`config.mk`:
```
export PLATFORM = sky130hd
export DESIGN_NAME = instr_packer
export DESIGN_NICKNAME = d
export VERILOG_FILES = /design/src/rtl/instr_packer.sv
export SDC_FILE = /design/constraint.sdc
export NUM_CORES = 1
export LEC_CHECK = 0
export ABC_AREA = 1
export BUFFER_PORTS_ARGS = -buffer_cell sky130_fd_sc_hd__buf_2
export CAP_MARGIN = 20
export CORE_MARGIN = 4
export CORE_UTILIZATION = 43
export DETAILED_ROUTE_END_ITERATION = 12
export PLACE_DENSITY = 0.66
export REMOVE_ABC_BUFFERS = 1
export SLEW_MARGIN = 20
export SYNTH_ARGS = -nofsm -noshare
export SYNTH_HDL_FRONTEND = slang
export SYNTH_SLANG_ARGS = --single-unit
```
`constraint.sdc`:
```
create_clock -name clk_i -period 2.1 [get_ports clk_i]
set_clock_uncertainty 0.15 [all_clocks]
set_input_delay 0.105 -clock clk_i [delete_from_list [all_inputs] [get_ports clk_i]]
set_output_delay 0.105 -clock clk_i [all_outputs]
set_load 0.02 [all_outputs]
```
`src/rtl/instr_packer.sv`:
```
// -----------------------------------------------------------------------------
// instr_packer
//
// Packs a stream of variable-length RISC-V instructions back into word-aligned
// 32-bit fetch blocks. This is the inverse of the frontend re-aligner. Each
// block carries a per-halfword valid mask. A 32-bit instruction that starts on
// the upper half of a word is split across two consecutive blocks.
//
// Parameters:
//   VLEN  - address width
//   RVC   - compressed instruction support (0: every instruction is 32-bit)
//
// Ports:
//   clk_i               clock
//   rst_ni              asynchronous reset, active low
//   flush_i             redirect: drop assembly/output state, reload address
//   start_addr_i        new packing address, sampled with flush_i (bit 0 unused)
//   instr_valid_i       input instruction valid
//   instr_i             instruction (upper half don't-care when compressed)
//   instr_ready_o       instruction accepted when valid & ready
//   drain_i             emit a partially filled assembly word
//   block_valid_o       output block valid
//   block_ready_i       consumer accepts block
//   block_addr_o        word-aligned block address
//   block_data_o        packed block data
//   block_half_valid_o  bit0: [15:0] meaningful, bit1: [31:16] meaningful
//   straddle_o          assembly word holds the upper half of a split instr
//
// Optional feature (macro INSTR_PACKER_STATS_EN):
//   blocks_cnt_o        saturating count of block handshakes
//   split_cnt_o         saturating count of split 32-bit instructions
//   Both reset to zero and are cleared by flush_i.
// -----------------------------------------------------------------------------
module instr_packer #(
  parameter int unsigned VLEN = 32,
  parameter bit          RVC  = 1'b1
) (
  input  logic            clk_i,
  input  logic            rst_ni,
  input  logic            flush_i,
  input  logic [VLEN-1:0] start_addr_i,
  input  logic            instr_valid_i,
  input  logic [31:0]     instr_i,
  output logic            instr_ready_o,
  input  logic            drain_i,
  output logic            block_valid_o,
  input  logic            block_ready_i,
  output logic [VLEN-1:0] block_addr_o,
  output logic [31:0]     block_data_o,
  output logic [1:0]      block_half_valid_o,
  output logic            straddle_o
`ifdef INSTR_PACKER_STATS_EN
  ,
  output logic [31:0]     blocks_cnt_o,
  output logic [31:0]     split_cnt_o
`endif
);

  localparam logic [VLEN-1:0] WordStep = VLEN'(4);

  // Assembly state
  logic [31:0]     asm_data_q, asm_data_d;
  logic [1:0]      asm_mask_q, asm_mask_d;
  logic [VLEN-1:0] asm_addr_q, asm_addr_d;
  logic            pos_q, pos_d;
  logic            straddle_q, straddle_d;

  // Output register
  logic            valid_q, valid_d;
  logic [31:0]     data_q, data_d;
  logic [VLEN-1:0] addr_q, addr_d;
  logic [1:0]      mask_q, mask_d;

  logic slot_free;
  logic accept;
  logic is_c;
  logic drain_fire;
  logic split;

  assign slot_free     = !valid_q || block_ready_i;
  assign instr_ready_o = slot_free && !flush_i;
  assign accept        = instr_valid_i && instr_ready_o;
  assign is_c          = RVC && (instr_i[1:0] != 2'b11);
  // An instruction handshake wins over drain; drain simply retries next cycle.
  assign drain_fire    = drain_i && pos_q && slot_free && !accept && !flush_i;
  assign split         = accept && pos_q && !is_c;

  // Next-state for assembly and output registers. Flush overrides everything.
  always_comb begin
    asm_data_d = asm_data_q;
    asm_mask_d = asm_mask_q;
    asm_addr_d = asm_addr_q;
    pos_d      = pos_q;
    straddle_d = straddle_q;
    valid_d    = valid_q;
    data_d     = data_q;
    addr_d     = addr_q;
    mask_d     = mask_q;

    // A consumed block frees the output register unless refilled below.
    if (block_ready_i) begin
      valid_d = 1'b0;
    end

    if (accept) begin
      if (!pos_q) begin
        if (is_c) begin
          asm_data_d = {16'h0000, instr_i[15:0]};
          asm_mask_d = 2'b01;
          pos_d      = 1'b1;
        end else begin
          valid_d    = 1'b1;
          data_d     = instr_i;
          addr_d     = asm_addr_q;
          mask_d     = 2'b11;
          straddle_d = 1'b0;
          asm_data_d = 32'h0;
          asm_mask_d = 2'b00;
          asm_addr_d = asm_addr_q + WordStep;
        end
      end else begin
        // Upper half completes the current word in both cases.
        valid_d    = 1'b1;
        data_d     = {instr_i[15:0], asm_data_q[15:0]};
        addr_d     = asm_addr_q;
        mask_d     = asm_mask_q | 2'b10;
        asm_addr_d = asm_addr_q + WordStep;
        if (is_c) begin
          asm_data_d = 32'h0;
          asm_mask_d = 2'b00;
          pos_d      = 1'b0;
          straddle_d = 1'b0;
        end else begin
          // High half of the 32-bit instruction starts the next word.
          asm_data_d = {16'h0000, instr_i[31:16]};
          asm_mask_d = 2'b01;
          pos_d      = 1'b1;
          straddle_d = 1'b1;
        end
      end
    end else if (drain_fire) begin
      valid_d    = 1'b1;
      data_d     = asm_data_q;
      addr_d     = asm_addr_q;
      mask_d     = asm_mask_q;
      asm_data_d = 32'h0;
      asm_mask_d = 2'b00;
      asm_addr_d = asm_addr_q + WordStep;
      pos_d      = 1'b0;
      straddle_d = 1'b0;
    end

    if (flush_i) begin
      valid_d    = 1'b0;
      asm_data_d = 32'h0;
      asm_mask_d = 2'b00;
      asm_addr_d = {start_addr_i[VLEN-1:2], 2'b00};
      pos_d      = start_addr_i[1];
      straddle_d = 1'b0;
    end
  end

  always_ff @(posedge clk_i or negedge rst_ni) begin
    if (!rst_ni) begin
      asm_data_q <= 32'h0;
      asm_mask_q <= 2'b00;
      asm_addr_q <= '0;
      pos_q      <= 1'b0;
      straddle_q <= 1'b0;
      valid_q    <= 1'b0;
      data_q     <= 32'h0;
      addr_q     <= '0;
      mask_q     <= 2'b00;
    end else begin
      asm_data_q <= asm_data_d;
      asm_mask_q <= asm_mask_d;
      asm_addr_q <= asm_addr_d;
      pos_q      <= pos_d;
      straddle_q <= straddle_d;
      valid_q    <= valid_d;
      data_q     <= data_d;
      addr_q     <= addr_d;
      mask_q     <= mask_d;
    end
  end

  assign block_valid_o      = valid_q;
  assign block_data_o       = data_q;
  assign block_addr_o       = addr_q;
  assign block_half_valid_o = mask_q;
  assign straddle_o         = straddle_q;

`ifdef INSTR_PACKER_STATS_EN
  logic [31:0] blk_cnt_q, blk_cnt_d;
  logic [31:0] split_cnt_q, split_cnt_d;

  // Saturating event counters, cleared on redirect.
  always_comb begin
    blk_cnt_d   = blk_cnt_q;
    split_cnt_d = split_cnt_q;
    if (flush_i) begin
      blk_cnt_d   = 32'h0;
      split_cnt_d = 32'h0;
    end else begin
      if (valid_q && block_ready_i && (blk_cnt_q != 32'hFFFF_FFFF)) begin
        blk_cnt_d = blk_cnt_q + 32'd1;
      end
      if (split && (split_cnt_q != 32'hFFFF_FFFF)) begin
        split_cnt_d = split_cnt_q + 32'd1;
      end
    end
  end

  always_ff @(posedge clk_i or negedge rst_ni) begin
    if (!rst_ni) begin
      blk_cnt_q   <= 32'h0;
      split_cnt_q <= 32'h0;
    end else begin
      blk_cnt_q   <= blk_cnt_d;
      split_cnt_q <= split_cnt_d;
    end
  end

  assign blocks_cnt_o = blk_cnt_q;
  assign split_cnt_o  = split_cnt_q;
`else
  logic unused_split;
  assign unused_split = split;
`endif

endmodule

```
==> summary.md, run 1 <==
| Metric | Value |
|---|---|
| Status | finished clean |
| Routed wire per std cell | 14.2 microns |
| Max Freq | 0.513 GHz |
| DRT Wirelength | 16300 microns |
| Antenna cells | 0 |
| Sw frac | 0.324 |
| Worst-path clk slew | 50 ps |
| Max-slew violations | 0 |
| Cells after Synth | 759 |
| Critical Path End Type | flop |
| Yosys top cell by area | dfrtp_1 |
| # port buffers | 135 |
| DR iter-0 viols | 380 |
| Async S/R FF share, synth | 1.00 |
| Initial antenna violation count | 0 |
| Via density | 4.97 |
| Die Area | 15600 sq um |
| Final worst-path setup slack | 150 ps |
| Die X | 125 microns |
| Max cap viols | 0 |
| Largest net degree at the start of global routing | 56 |
| Sequential area share after synthesis | 0.487 |
| CTS tree | yes |
| Static leakage | 4.02 nW |
| Initial Util | 0.441 |
| Yosys reg bits | 114 |
| Worst R2R Path Depth | 6 |
| Post-synth top flop | dfrtp_1 |
| Slew HR | 0.612 |
| GRT Util Overall | 0.217 |
| Die H | 125 microns |
| VDD IR-drop max | 0.605 mV |
| M1 WL | 7530 microns |
| Logic pwr share | 0.245 |
| Metal2 WL | 7550 microns |
| Number of global-route vias before repair | 5488 |
| Final Hold Fails | 0 |
| Top routing layer in use | met4 |
| Worst skew pair latency | 420 ps |
| CTS Buf Count | 17 |
| Fill cells | 1224 |
| Critical path peak fanout | 29 |
| Critical path class | reg -> reg |
| DRC Markers | 0 |
| GP Congestion | 0.854 |
| Worst setup SP type | flop |
| Psw | 2.43 mW |
| 1st-pass router iterations | 6 |
| Period Utilization, post-route | 0.928 |
| Detail Placement HPWL | 10800 microns |
| Met3 WL | 876 microns |
| WP data arrival | 2150 ps |
| Nets@finish | 1034 |
| Post-CTS Setup Repair Bufs | 0 |
| Hold Crit Class | in -> async |
| Mean area per synthesized cell | 7.72 sq um |
| Number of I/O pins | 139 |
| Clock Path Buffers | 2 |
| H-tree depth | 4 |
| Mapped cell area | 5860 sq um |
| First-pass GRT wire length | 27400 microns |
| Worst slew pin tran | 580 ps |
| Commonest non-fill, non-tap cells in the layout | nand2_1, buf_2, dfrtp_1 |
| Core area | 13300 sq um |
| GR Overflow Total | 0 |
| Layout cells sized above 1 | 0.206 |
| Netlist cell types | 35 |
| Pre-CTS setup slack | 253 ps |
| Final Setup Violations | 0 |
| Vias | 5712 |
| Post-route antenna net violation count | 0 |
| Cell Pwr Density | 942 nW/um^2 |
| Ys Warns | 0 |
| Int Pwr | 5.08 mW |
| Row count | 42 |
| Reg power frac | 0.386 |
| Most common cell after layout, fill and taps aside | nand2_1 |
| Clock net sink count | 114 |
| Minimum clock period | 1950 ps |
| Final Util | 0.600 |
| Clock share of power | 0.368 |
| Top cells by area, synth | dfrtp_1, nand2_1, nand3_1 |
| Area growth syn-to-layout | 36.1% |
| Top cell type's share of synthesized area | 0.487 |
| Worst EP required | 2300 ps |
| CTS Root Cell | clkbuf_16 |
| EDFF count, synth | 0 |
==> path summary, 6_finish.rpt <==
kind | start | to | slack, ps
max | pos_q | asm_data_q[4] | 150
min | rst_ni | asm_addr_q[12] | 40
max reg2reg | pos_q | asm_data_q[4] | 150
min reg2reg | block_half_valid_o[1] | block_half_valid_o[1] | 320
max in group asynchronous | rst_ni | block_addr_o[16] | 1030
min in group clk_i | drain_i | block_half_valid_o[0] | 80
==> per-layer routing <==
layer  GRT usage  vias to the layer above
li1            -                     2840
met1       0.294                     2658
met2       0.335                      178
met3      0.0575                       36
met4      0.0787                        0
met5           0                        -
==> power groups by stage <==
stage          clock network [mW]  registers (mW)  logic (mW)
2_1_floorplan                   0            3.25       0.695
3_3_place_gp                    0            2.92        1.71
3_5_place_dp                    0            2.92        1.73
4_1_cts                      2.80            2.90        1.84
5_1_grt                      2.91            2.96        2.03
6_report                     2.77            2.90        1.84
==> flip-flops by register name (all words and copies together), names as in the netlist <==
name / cells
asm_addr_q: 30
asm_data_q: 16
asm_mask_q: 1
block_addr_o: 30
block_data_o: 32
block_half_valid_o: 2
block_valid_o: 1
pos_q: 1
straddle_o: 1
==> cell families after synthesis <==
kind of cell,Yosys count,synth area share
AND/OR/NAND/NOR,414,0.294
AO/OA/AOI/OAI,122,0.124
flip-flops,114,0.487
buffers and inverters,99,0.0799
XOR/XNOR,5,0.00748
adder cells (fa/ha/maj),2,0.00427
multiplexers,2,0.00342
other,1,0.000640
==> critical path, stage by stage, from the launching register on <==
cell	delay, ps
dfrtp_1	490
buf_8	240
nand2_1	80
nor2_1	90
nand2_1	80
o221ai_1	170
dlygate4sd3_1	580
==> stage by stage <==
stage	cells	hold WS [ps]	power (mW)	area, sq um	TNS, ps
5_1_grt	1150	68.4	7.90	7970	-2.13
4_1_cts	1150	39.2	7.54	7960	0
3_5_place_dp	1049	-65.3	4.65	6710	0
6_report	1150	35.6	7.51	7970	0
2_1_floorplan	726	-341	3.94	5640	-13300
3_3_place_gp	1049	-61.9	4.63	6710	0
==> timing repair <==
item | in CTS | in global routing
hold buffers | 70 | 0
hold endpoints to repair | 195 | 0
resized for setup | 0 | 3
endpoints found under the setup margin | 0 | 1
==> area by class of cell <==
| class | instances | area [sq um] | area share |
|---|---|---|---|
| clock buffers | 25 | 475 | 0.0596 |
| clock inverters | 6 | 80.1 | 0.0100 |
| inverters | 65 | 250 | 0.0314 |
| multi-input cells | 547 | 2540 | 0.319 |
| flip-flops and latches | 114 | 2850 | 0.358 |
| well taps | 176 | 220 | 0.0276 |
| repair buffers | 217 | 1550 | 0.195 |
==> cells in the mapped netlist, types with 2 or more instances <==
cell and count:
o21ai_0 53, o211ai_1 15, a21oi_1 2, buf_4 10, o21ai_1 37, inv_1 59
nor2_2 3, buf_6 5, ha_1 2, inv_2 3, o21a_1 2, a21boi_2 10
and2_1 2, nor2_1 39, clkbuf_1 6, nand2_1 293, a21boi_0 2, nor2_4 2
dfrtp_1 114, mux2i_1 2, buf_2 12, or2_2 2, nand2_4 2, inv_4 2
nand3_1 66, xor2_1 5
Note: power is estimated with default switching activity, not from simulation.
==> inputs of run 2 (changes only) <==
--- a/config.mk
+++ b/config.mk
@@ -8,6 +8,7 @@
 export ABC_AREA = 1
 export BUFFER_PORTS_ARGS = -buffer_cell sky130_fd_sc_hd__buf_2
 export CAP_MARGIN = 20
+export CORE_ASPECT_RATIO = 0.75
 export CORE_MARGIN = 4
 export CORE_UTILIZATION = 43
 export DETAILED_ROUTE_END_ITERATION = 12
==> run 2 against run 1 <==
  * Count of clock-buffer cells in the layout is the same
  * Setup slack got worse by 11 ps
  * Power up 1.4%
  * Non-clock buffer count increased by 2
  * Largest cell class unchanged
  * Via count down 1.6%
  * Sequential cell count did not move
  * First-iteration DRC count rose by 15%
  * Combinational power hardly changed
  * Largest power group unchanged
==> summary.md, run 2 (synthesized netlist as in run 1, its figures left out) <==
| Metric | Value |
|---|---|
| Final Hold Fails | 0 (unchanged) |
| VDD IR-drop max | 0.593 mV (-2.1%) |
| Die Area | 15600 sq um (+0.12%) |
| Critical path class | reg -> reg |
| Number of I/O pins | 139 (unchanged) |
| Critical path peak fanout | 4 (-86%) |
| Register area | 2850 sq um (unchanged) |
| Worst Path Buf+Inv | 1 (-1) |
| Crit-path leading delay family | simple AND/OR/NAND/NOR gates |
| Worst EP required | 2280 ps (-20 ps) |
| Max cap viols | 0 (unchanged) |
| Die H | 109 microns (-13%) |
| CTS Root Cell | clkbuf_16 |
| Vias | 5620 (-1.6%) |
| First-pass GRT wire length | 26700 microns (-2.4%) |
| DR iter-0 viols | 436 (+15%) |
| Row count | 36 (-14%) |
| Static leakage | 4.04 nW (+0.54%) |
| Hold Crit Class | in -> reg |
| Tot Pwr | 7.61 mW (+1.4%) |
| Routed wire per std cell | 14.3 microns (+0.89%) |
| # port buffers | 135 (unchanged) |
| Slowest-stage cell, CP | dlygate4sd3_1 |
| Via density | 4.91 (-1.2%) |
| Crit-path cells | nand2_1, nand3_1, nor2_4, nand2_1, o221ai_1, dlygate4sd3_1 |
| Worst skew pair latency | 410 ps (about the same) |
| Largest net degree at the start of global routing | 45 (-20%) |
| Detail Placement HPWL | 11000 microns (+2.4%) |
| DRT Wirelength | 16400 microns (+0.45%) |
| GP Congestion | 0.841 (-1.6%) |
| GR Overflow Total | 0 (unchanged) |
| H-tree depth | 4 (unchanged) |
| 1st-pass router iterations | 6 (unchanged) |
| Number of global-route vias before repair | 5321 (-3.0%) |
| Most common cell after layout, fill and taps aside | nand2_1 |
| Final worst-path setup slack | 139 ps (-10.9 ps) |
| CTS tree | yes |
| Core area | 13200 sq um (-1.1%) |
| Pre-CTS setup slack | 194 ps (-59.7 ps) |
| Worst setup SP type | flop |
| Antenna cells | 0 (unchanged) |
| Worst slew pin tran | 614 ps (+33.7 ps) |
| Layout cells sized above 1 | 0.211 (+0.00513) |
| GRT Util Overall | 0.217 (+0.000644) |
| WP data arrival | 2150 ps (about the same) |
| Status | finished clean |
| Period Utilization, post-route | 0.934 (+0.00518) |
| Die X | 143 microns (+14%) |
| DRC Markers | 0 (unchanged) |
| Initial antenna violation count | 0 (unchanged) |
| Area growth syn-to-layout | 36.7% |
| Minimum clock period | 1960 ps (+10.9 ps) |
| Slew HR | 0.591 (-0.0216) |
| CTS Buf Count | 17 (unchanged) |
| Most used cell, CP | nand2_1 |
| Post-route antenna net violation count | 0 (unchanged) |
| Crit path largest cell delay | 590 ps (about the same) |
| Max Freq | 0.510 GHz (-0.55%) |
| Aggregate negative setup slack | 0 ps (unchanged) |
| Clock Path Buffers | 2 (unchanged) |
| Initial Util | 0.445 (+0.00478) |
| Multi-input logic area | 2540 sq um (unchanged) |
| Commonest non-fill, non-tap cells in the layout | nand2_1, buf_2, dfrtp_1 |
| Nets@finish | 1036 (+0.19%) |
| RSZ-0062 raised after global routing | false |
| Post-CTS Setup Repair Bufs | 0 (unchanged) |
| Final Hold Slack | 122 ps (+86.4 ps) |
| Critical Path End Type | flop |
| Cell Pwr Density | 951 nW/um^2 (+0.94%) |
| Fill cells | 1156 (-5.6%) |
| Max-slew violations | 0 (unchanged) |
| Final Setup Violations | 0 (unchanged) |
| Max FFs per register | 32 (unchanged) |
| Worst-path clk slew | 50 ps (about the same) |
| Clock net sink count | 114 (unchanged) |
-- run 2: through the flow --
step | util | cells | cell area (sq um)
6_report | 0.609 | 1145 | 8010
2_1_floorplan | - | 726 | 5640
3_5_place_dp | 0.511 | 1047 | 6720
4_1_cts | 0.608 | 1145 | 8000
5_1_grt | 0.609 | 1145 | 8010
3_3_place_gp | 0.511 | 1047 | 6720
-- run 2: layout make-up --
| class | instances | share of cell area |
|---|---|---|
| repair buffers | 219 | 0.195 |
| multi-input cells | 547 | 0.318 |
| flip-flops and latches | 114 | 0.356 |
| well taps | 171 | 0.0267 |
| clock inverters | 4 | 0.00906 |
| clock buffers | 25 | 0.0644 |
| inverters | 65 | 0.0312 |
-- run 2: where the power goes --
| group | internal (mW) | total [mW] | switching [mW] |
|---|---|---|---|
| logic | 0.690 | 1.85 | 1.16 |
| registers | 2.60 | 2.89 | 0.293 |
| clock network | 1.91 | 2.87 | 0.958 |
-- run 2: worst paths after layout --
path	start	end	slack, ps	cells after the start
min in group asynchronous	rst_ni	block_addr_o[11]	130	2
worst max register to register	block_valid_o	asm_data_q[4]	140	6
worst min register to register	asm_data_q[15]	asm_data_q[15]	310	2
worst min-delay path	drain_i	block_half_valid_o[0]	120	6
worst max-delay path	block_valid_o	asm_data_q[4]	140	6
max in group asynchronous	rst_ni	block_data_o[25]	1010	3
-- run 2: worst register-to-register path, stage by stage (launching register included) --
cell and delay, ps:
dfrtp_1 380, nand2_1 200, nand3_1 180, nor2_4 240, nand2_1 90, o221ai_1 80, dlygate4sd3_1 590
-- run 2: per-layer routing --
layer	global-route usage	up-vias	part of all wire
met2	0.325	183	0.44
met1	0.319	2577	0.49
li1	-	2839	-
met3	0.0386	21	0.053
met4	0.0733	0	0.016
met5	0	-	0
-- run 2: repair_timing --
item,4_1_cts,5_1_grt
setup endpoints to repair,0,1
resized for setup,0,2
hold endpoints to repair,123,0
hold buffers,69,0
